[config.mk]
export PLATFORM = sky130hd
export DESIGN_NAME = ahb_mailbox
export DESIGN_NICKNAME = d
export VERILOG_FILES = /design/src/rtl/ahb_mailbox.sv
export SDC_FILE = /design/constraint.sdc
export NUM_CORES = 1
export LEC_CHECK = 0
export ABC_AREA = 0
export ABC_CLOCK_PERIOD_IN_PS = 3100
export BUFFER_PORTS_ARGS = -buffer_cell sky130_fd_sc_hd__buf_4
export CORE_ASPECT_RATIO = 0.75
export CORE_UTILIZATION = 48
export DETAILED_ROUTE_END_ITERATION = 10
export PLACE_DENSITY_LB_ADDON = 0.1
export SYNTH_ARGS = -nofsm -noshare
export SYNTH_HDL_FRONTEND = slang
export SYNTH_SLANG_ARGS = --single-unit
[constraint.sdc]
create_clock -name clk -period 3.1 [get_ports clk]
set_clock_uncertainty 0.05 [all_clocks]
set_input_delay 0.62 -clock clk [delete_from_list [all_inputs] [get_ports clk]]
set_output_delay 0.62 -clock clk [all_outputs]
set_load 0.005 [all_outputs]
[src/rtl/ahb_mailbox.sv]
// ahb_mailbox
// ----------------------------------------------------------------------------
// Simulation "mailbox" on AHB-Lite. Software writes single bytes to MBOX_ADDR:
// printable bytes (0x07..0x7E) are queued in a character FIFO for a console
// consumer, 0xFF ends the run with PASS, 0x01 ends it with FAIL. A read of
// MBOX_ADDR returns {cycle_cnt, 30'b0, status_code}.
//
// Optional feature macro: MBOX_TIMEOUT_EN
//   defined   -> the run ends in TIMEOUT once MAX_CYCLES cycles were spent in RUN
//   undefined -> no timeout, cycle_cnt wraps at 2^32, status_code never 3
//
// Ports
//   clk, rst        single clock, synchronous active-high reset
//   HSEL..HREADY    AHB-Lite slave inputs (HSIZE ignored)
//   HREADYOUT       low only while a printable write waits for a FIFO slot
//   HRESP           always OKAY
//   HRDATA          mailbox status on reads of MBOX_ADDR, else zero
//   char_valid/char_data/char_ready   FIFO head and pop handshake
//   finished        high in any terminal state
//   status_code     0 RUN, 1 PASS, 2 FAIL, 3 TIMEOUT
//   cycle_cnt       cycles spent in RUN
// ----------------------------------------------------------------------------
module ahb_mailbox #(
  parameter logic [31:0] MBOX_ADDR  = 32'hD0580000,
  parameter int          FIFO_DEPTH = 8,
  parameter logic [31:0] MAX_CYCLES = 32'h800
) (
  input  logic        clk,
  input  logic        rst,
  input  logic        HSEL,
  input  logic [31:0] HADDR,
  input  logic [1:0]  HTRANS,
  input  logic        HWRITE,
  input  logic [2:0]  HSIZE,
  input  logic [63:0] HWDATA,
  input  logic        HREADY,
  output logic        HREADYOUT,
  output logic        HRESP,
  output logic [63:0] HRDATA,
  output logic        char_valid,
  output logic [7:0]  char_data,
  input  logic        char_ready,
  output logic        finished,
  output logic [1:0]  status_code,
  output logic [31:0] cycle_cnt
);

  localparam int AW = (FIFO_DEPTH > 1) ? $clog2(FIFO_DEPTH) : 1;
  localparam logic [AW:0] FULL_CNT = (AW+1)'(FIFO_DEPTH);

  typedef enum logic [1:0] {
    ST_RUN     = 2'd0,
    ST_PASS    = 2'd1,
    ST_FAIL    = 2'd2,
    ST_TIMEOUT = 2'd3
  } state_e;

  state_e      state_q, state_d;
  logic [31:0] cycle_cnt_q, cycle_cnt_d;
  logic        dp_wr_q, dp_wr_d;     // data phase of a write to MBOX_ADDR
  logic        dp_rd_q, dp_rd_d;     // data phase of a read of MBOX_ADDR
  logic [AW-1:0] wr_ptr_q, wr_ptr_d;
  logic [AW-1:0] rd_ptr_q, rd_ptr_d;
  logic [AW:0]   count_q, count_d;
  logic [7:0]    mem_q [FIFO_DEPTH];

  logic       accept;
  logic       addr_hit;
  logic [7:0] wr_byte;
  logic       printable;
  logic       in_run;
  logic       fifo_full;
  logic       pop;
  logic       push;
  logic       stall;

  // Bits that carry no meaning for this slave.
  logic unused_bits;
  assign unused_bits = ^{HSIZE, HTRANS[0], HWDATA[63:8]};

`ifndef MBOX_TIMEOUT_EN
  logic [31:0] unused_max;
  assign unused_max = MAX_CYCLES;
`endif

  assign accept    = HSEL & HREADY & HTRANS[1];
  assign addr_hit  = (HADDR == MBOX_ADDR);
  assign wr_byte   = HWDATA[7:0];
  assign printable = (wr_byte > 8'h06) && (wr_byte < 8'h7F);
  assign in_run    = (state_q == ST_RUN);
  assign fifo_full = (count_q == FULL_CNT);

  assign char_valid = (count_q != '0);
  // Head is read asynchronously so the consumer sees it the cycle it lands;
  // gated so the output is a clean zero while the FIFO is empty.
  assign char_data  = char_valid ? mem_q[rd_ptr_q] : 8'h00;
  assign pop        = char_valid & char_ready;

  // A pop in the same cycle frees the slot the stalled byte needs, so a full
  // FIFO only stalls when nobody is draining it.
  assign stall = dp_wr_q & in_run & printable & fifo_full & ~pop;
  assign push  = dp_wr_q & in_run & printable & ~stall;

  assign HREADYOUT   = ~stall;
  assign HRESP       = 1'b0;
  assign HRDATA      = dp_rd_q ? {cycle_cnt_q, 30'b0, state_q} : 64'h0;
  assign finished    = (state_q != ST_RUN);
  assign status_code = state_q;
  assign cycle_cnt   = cycle_cnt_q;

  always_comb begin
    state_d     = state_q;
    cycle_cnt_d = cycle_cnt_q;
    dp_wr_d     = dp_wr_q;
    dp_rd_d     = dp_rd_q;
    wr_ptr_d    = wr_ptr_q;
    rd_ptr_d    = rd_ptr_q;
    count_d     = count_q;

    // Data-phase tracking only advances when the bus moves on.
    if (HREADY) begin
      dp_wr_d = accept & HWRITE & addr_hit;
      dp_rd_d = accept & ~HWRITE & addr_hit;
    end

    case (state_q)
      ST_RUN: begin
        cycle_cnt_d = cycle_cnt_q + 32'd1;
        // Control bytes never stall, so they complete in this cycle and win
        // over a timeout expiring at the same edge.
        if (dp_wr_q && wr_byte == 8'hFF) begin
          state_d = ST_PASS;
        end else if (dp_wr_q && wr_byte == 8'h01) begin
          state_d = ST_FAIL;
`ifdef MBOX_TIMEOUT_EN
        end else if (cycle_cnt_q == MAX_CYCLES - 32'd1) begin
          state_d = ST_TIMEOUT;
`endif
        end
      end
      default: begin
        state_d = state_q;
      end
    endcase

    if (push) wr_ptr_d = wr_ptr_q + 1'b1;
    if (pop)  rd_ptr_d = rd_ptr_q + 1'b1;
    case ({push, pop})
      2'b10:   count_d = count_q + 1'b1;
      2'b01:   count_d = count_q - 1'b1;
      default: count_d = count_q;
    endcase
  end

  always_ff @(posedge clk) begin
    if (rst) begin
      state_q     <= ST_RUN;
      cycle_cnt_q <= 32'd0;
      dp_wr_q     <= 1'b0;
      dp_rd_q     <= 1'b0;
      wr_ptr_q    <= '0;
      rd_ptr_q    <= '0;
      count_q     <= '0;
    end else begin
      state_q     <= state_d;
      cycle_cnt_q <= cycle_cnt_d;
      dp_wr_q     <= dp_wr_d;
      dp_rd_q     <= dp_rd_d;
      wr_ptr_q    <= wr_ptr_d;
      rd_ptr_q    <= rd_ptr_d;
      count_q     <= count_d;
    end
  end

  // Storage carries no reset; occupancy alone decides what is valid.
  always_ff @(posedge clk) begin
    if (push) mem_q[wr_ptr_q] <= wr_byte;
  end

endmodule

== Word level (Yosys, flattened, before mapping) ==
Memory sizes are Yosys's and may differ from the RTL's. A register that Yosys moved wholly into a read port is not among the register bits.
Cells that the tools add are included.

* Flip-flop bits (word level): 46
* Bits in writable memories: 64
* Input port bits: 107
* Output and inout bits: 110
* Logic and storage cells: 54
* Memories kept: 1

* $add $sub $neg: 5
* Magnitude comparators: 2
* Equal/unequal tests: 6
* Multiplexer cells: 9
* Bitwise gates (word level): 15
* Reductions and logical operators: 9

{| class="wikitable"
|+ Memories
! name !! depth !! bits a word !! read ports !! clocked after Yosys merged registers in !! wr ports !! line !! text
|-
| mem_q || 8 || 8 || 1 || 1 || 1 || 65 || <nowiki>logic [7:0] mem_q [FIFO_DEPTH];</nowiki>
|}

{| class="wikitable"
|+ Operator list
! cell !! number
|-
| 64-bit 2-to-1 mux || 1
|-
| 32-bit by 1-bit adder with 32-bit output (second input constant) || 1
|-
| 32-bit equality test (second input constant) || 1
|-
| 1-bit bitwise AND || 12
|-
| 8-bit by 1-bit equality test with 1-bit output (second input constant) || 1
|-
| 8-bit equality test (second input constant) || 1
|-
| 8-bit by 3-bit > comparator with 1-bit output (second input constant) || 1
|-
| 8-bit by 7-bit less-than comparator with 1-bit output (second input constant) || 1
|-
| 8-bit 2-to-1 mux || 1
|-
| 4-bit one-hot mux with 2 select lines || 1
|-
| 3-bit by 1-bit adder with 3-bit output (second input constant) || 2
|-
| 3-bit 2-to-1 mux || 2
|-
| 2-bit nonzero test || 3
|-
| 4-bit by 1-bit adder with 4-bit output (second input constant) || 1
|-
| 4-bit equality test (second input constant) || 1
|-
| 2-bit 2-to-1 mux || 2
|-
| 4-bit nonzero test || 1
|-
| 4-bit by 1-bit subtractor with 4-bit output (second input constant) || 1
|-
| 1-bit logical AND || 3
|-
| 1-bit NOT || 3
|-
| 2-bit by 1-bit equality test with 1-bit output (second input constant) || 1
|-
| 2-bit equality test (second input constant) || 1
|-
| 2-bit zero test || 1
|-
| 1-bit 2-to-1 mux || 2
|-
| 2-bit AND reduction || 1
|}

== Longest topological paths before layout ==
* Depth in word-level cells: 9
* Depth in mapped cells: 12
* Depth with buffers taken out: 11

== Worst setup path after synthesis ==
No wires, ideal clock.

* Kind: input-to-reg
* From: in HWDATA[7]
* To: mem mem_q[6][0], enable pin
* Library setup time: 385 ps
* Data arrival time: 2325 ps
* Required time: 2665 ps
* Slack: 340 ps
* Stages on the path: 5
* Buffers on the path: 0
* Cell sequence: nor4b_1 > o21ai_1 > nor3_1 > nand2_1 > nor3b_1

* Word-level cells in the longest chain between the ends: 9
* Elaborated cells between the ends (all ways): 10
* Classes of those cells: order compare: 2; mux: 2; bitwise: 5; reduce/logical: 1

{| class="wikitable"
|+ Ends and longest elaborated chain
! what !! line !! text
|-
| start, declared || 35 || <nowiki>input logic [63:0] HWDATA,</nowiki>
|-
| 8-bit by 3-bit > comparator with 1-bit output or 8-bit by 7-bit less-than comparator with 1-bit output (tied branches) || 89 || <nowiki>assign printable = (wr_byte > 8'h06) && (wr_byte < 8'h7F);</nowiki>
|-
| 1-bit logical AND * || 89 ||
|-
| 1-bit bitwise AND * || 101, 102 ||
|-
| 1-bit bitwise AND (2 in series) || 101 || <nowiki>assign stall = dp_wr_q & in_run & printable & fifo_full & ~pop;</nowiki>
|-
| 1-bit NOT || 102 || <nowiki>assign push = dp_wr_q & in_run & printable & ~stall;</nowiki>
|-
| 1-bit bitwise AND * || 102 ||
|-
| 1-bit 2-to-1 mux * || 177 || <nowiki>if (push) mem_q[wr_ptr_q] <= wr_byte;</nowiki>
|-
| 1-bit 2-to-1 mux (implied by the code) * || 177 ||
|-
| end, declared || 65 ||
|}

Every way passes the cells marked *; elsewhere a longest branch is shown, timed or not.

== Worst setup path in the final report ==
* From: reg count_q[0]
* To: reg count_q[3]

* Word-level cells in the longest chain between the ends: 8
* Elaborated cells between the ends (all ways): 14
* Classes of those cells: add/sub: 2; eq/ne: 3; mux: 1; bitwise: 6; reduce/logical: 2

{| class="wikitable"
|+ Ends and longest elaborated chain
! what !! line !! text
|-
| start, declared || 64 || <nowiki>logic [AW:0] count_q, count_d;</nowiki>
|-
| start signal, assigned || 171 || <nowiki>count_q <= count_d;</nowiki>
|-
| 4-bit nonzero test || 93 || <nowiki>assign char_valid = (count_q != '0);</nowiki>
|-
| 1-bit bitwise AND || 97 || <nowiki>assign pop = char_valid & char_ready;</nowiki>
|-
| 1-bit NOT || 101 ||
|-
| 1-bit bitwise AND || 101 ||
|-
| 1-bit NOT || 102 ||
|-
| 1-bit bitwise AND || 102 ||
|-
| 2-bit by 1-bit equality test with 1-bit output or 2-bit equality test (tied branches) || 148 || <nowiki>case ({push, pop})</nowiki>
|-
| 4-bit one-hot mux with 2 select lines or 2-bit nonzero test (tied branches) || n/a ||
|}

Several ways; a longest one is shown, not always the timed one.
A chain may end at the register's enable or synchronous reset.

==> run metrics <==
status completed; Pint 3.19 mW; Syn Std Cell Area 5270 sq um; number of synthesis warnings 0; Layout Nets 703; Die Area 11400 sq um; VDD IR max 371 uV; Layout area overhead 31.0%; Multi-input gate area between 2000 and 2500 sq um; Vias 3851; Final HPWL DP 8280 microns; Req. time, crit path 3.32 ns; CTS buffer count 17; routed len/inst 16.2 microns; DRT Pass-1 Iters 4; cts hold-fix bufs 0; share of power burned in the clock network 0.441; slew at the pin closest to its max-slew limit 0.815 ns; fill count 817; initial drt markers between 200 and 300; CTS tree yes; Slew Viols, Final 0; clk_lat worst skew 0.40 ns; Final period util 0.909; PostCTS Resize Cnt 0; number of global-route vias before repair 3718; ys flop type edfxtp_1; Netlist cell types 49; Fmax around 350 MHz; Slew headroom 0.456; Initial Util 0.503; CORE AREA 10500 sq um; RSZ-0062 raised after global routing no; combinational power share 0.165; initial antenna violation count 0; Synth Area per Inst roughly 12 sq um; max-cap violation count 0; DRC viols 0; sequential fraction of design power 0.394; asr flop ratio synth 0; antenna-violating nets left 0; # setup viols final 0; IO Count 217; Max FO, Critical Path 9; clk buf depth 2; fraction of layout cells with a size suffix above 1 0.327; largest net degree at the start of global routing 51; Lkg Pwr 2.77 nW; Rows 32; CP Class reg2reg; WL final 12000 microns; CTS Root Cell clkbuf_16; Storage cell area between 2000 and 3000 sq um; die width 123 microns; # clock sinks 113; crit path DAT 3.04 ns; P_sw 0.990 mW; Syn Inst Count 446; Worst setup SP type flip-flop; final setup TNS 0 ns; Final Hold Fails 0; clock slew at reported path FFs 0.05 ns; postcts setup bufs 0; H-tree levels 4; die height 92.8 microns; Switching Fraction 0.237; register bit total from synthesis 113; Crit. End Element flip-flop; Hold Path Class in2reg; Buffers on Ports 125; Total Routing Usage GR 0.221; Vias/cell 5.21; Hold WS 0.423 ns; Post-synth EDFFs 64; fin crit period 2.82 ns; sequential area share after synthesis 0.551; RePlAce Congestion between 0.7 and 0.8; # diodes 0; first-pass GRT wire length approximately 19000 microns; PD cells 605 nW/um^2; total grt overflow 0
## cell usage in the layout (no fill, tap or decap), types with 5 or more instances in the layout
master | netlist | routed
nor4_1 | 6 | 5
edfxtp_1 | 64 | 64
o21ai_0 | 5 | 5
and2_1 | 35 | 35
xnor2_1 | 7 | 7
nand2_1 | 15 | 15
mux2i_1 | 11 | 11
nor3b_1 | 7 | 7
conb_1 | 1 | 31
dfxtp_1 | 49 | 49
inv_1 | 5 | 5
xor2_1 | 25 | 25
mux4_2 | 16 | 16
nand3_1 | 16 | 16
clkbuf_16 | 0 | 18
nor2_1 | 57 | 57
nand4_1 | 13 | 13
clkbuf_1 | 13 | 5
buf_4 | 31 | 144
and3_1 | 7 | 7
ha_1 | 5 | 5
nor3_1 | 9 | 9
a21oi_1 | 8 | 8
## logic make-up (layout without fill, tap and decap cells)
group	Yosys count	count (layout)	share of synthesized area
muxes	29	29	0.0935
buffers and inverters	55	182	0.0634
AOI/OAI and AO/OA	19	19	0.0207
other	1	31	0.000711
and+or+nand+nor	191	191	0.202
DFF	113	113	0.551
xor gates and xnor gates	32	32	0.0532
adders and majority gates	6	6	0.0157
## power by group through the flow
stage          Clock [mW]  Combinational [mW]  Sequential (mW)
2_1_floorplan           0               0.459             1.67
3_3_place_gp            0               0.662             1.67
3_5_place_dp            0               0.683             1.67
4_1_cts              1.86               0.697             1.65
5_1_grt              1.94               0.745             1.65
6_report             1.84               0.688             1.65
## metal layers
layer	part of all wire	wire, microns	global-route usage	up-vias
li1	-	-	-	1818
met1	0.45	5350	0.301	1863
met2	0.48	5770	0.351	166
met3	0.071	854	0.0616	4
met4	0.0028	34	0.0492	0
met5	0	0	0	-
## path summary, 6_finish.rpt
| kind | start | to | slack, ns | cells after the start |
|---|---|---|---|---|
| setup / recovery | count_q[0] | count_q[3] | 0.28 | 11 |
| hold / removal | HWRITE | dp_wr_q | 0.42 | 3 |
| setup reg to reg | count_q[0] | count_q[3] | 0.28 | 11 |
| hold reg to reg | count_q[2] | count_q[2] | 0.46 | 2 |
## state kept, by name, indices dropped and copies added, names as in the netlist, named ones only
register	cells
count_q	4
dp_rd_q	1
mem_q	64
status_code	2
rd_ptr_q	3
dp_wr_q	1
wr_ptr_q	3
cycle_cnt	32
## worst max-delay path: stages (launching register included)
cell     delay, ns
dfxtp_1       0.35
or3_4         0.44
nor2_8        0.21
inv_4         0.05
and2_4        0.19
o21ai_2       0.10
inv_1         0.08
buf_4         0.17
ha_1          0.30
a21oi_1       0.17
mux2i_1       0.24
mux2_1        0.35
## layout make-up
class | instances | area share
clock buffer | 27 | 0.0759
clock inverter | 5 | 0.00725
inverter | 6 | 0.00362
multi-input combinational | 308 | 0.312
sequential | 113 | 0.420
tap | 136 | 0.0246
timing repair buffer | 144 | 0.157
## Yosys cell counts (3+ instances only)
| library cell | n | area share |
|---|---|---|
| a21oi_1 | 8 | 0.0076 |
| inv_1 | 5 | 0.0036 |
| or3_1 | 3 | 0.0036 |
| o21ai_0 | 5 | 0.0047 |
| ha_1 | 5 | 0.012 |
| buf_1 | 3 | 0.0021 |
| nand2_1 | 15 | 0.011 |
| nor2_1 | 57 | 0.041 |
| nor3b_1 | 7 | 0.010 |
| nand3_1 | 16 | 0.015 |
| clkbuf_1 | 13 | 0.0093 |
| and2_1 | 35 | 0.042 |
| nor4b_1 | 4 | 0.0066 |
| dfxtp_1 | 49 | 0.19 |
| nor3_1 | 9 | 0.0085 |
| and4_1 | 4 | 0.0066 |
| mux4_2 | 16 | 0.068 |
| nand4_1 | 13 | 0.015 |
| xnor2_1 | 7 | 0.012 |
| xor2_1 | 25 | 0.042 |
| nand2b_1 | 3 | 0.0036 |
| buf_4 | 31 | 0.044 |
| nor4_1 | 6 | 0.0071 |
| edfxtp_1 | 64 | 0.36 |
| mux2i_1 | 11 | 0.021 |
| and3_1 | 7 | 0.0083 |
## stage by stage
stage | area [sq um] | power [mW] | cells | utilization | setup slack [ns]
6_report | 6910 | 4.18 | 739 | 0.658 | 0.283
5_1_grt | 6910 | 4.33 | 739 | 0.658 | 0.193
4_1_cts | 6910 | 4.21 | 739 | 0.658 | 0.270
3_5_place_dp | 6330 | 2.36 | 707 | 0.604 | 0.301
3_3_place_gp | 6330 | 2.33 | 707 | 0.604 | 0.381
2_1_floorplan | 5380 | 2.13 | 476 | - | 0.340
Power figures use the tool's default switching activity.
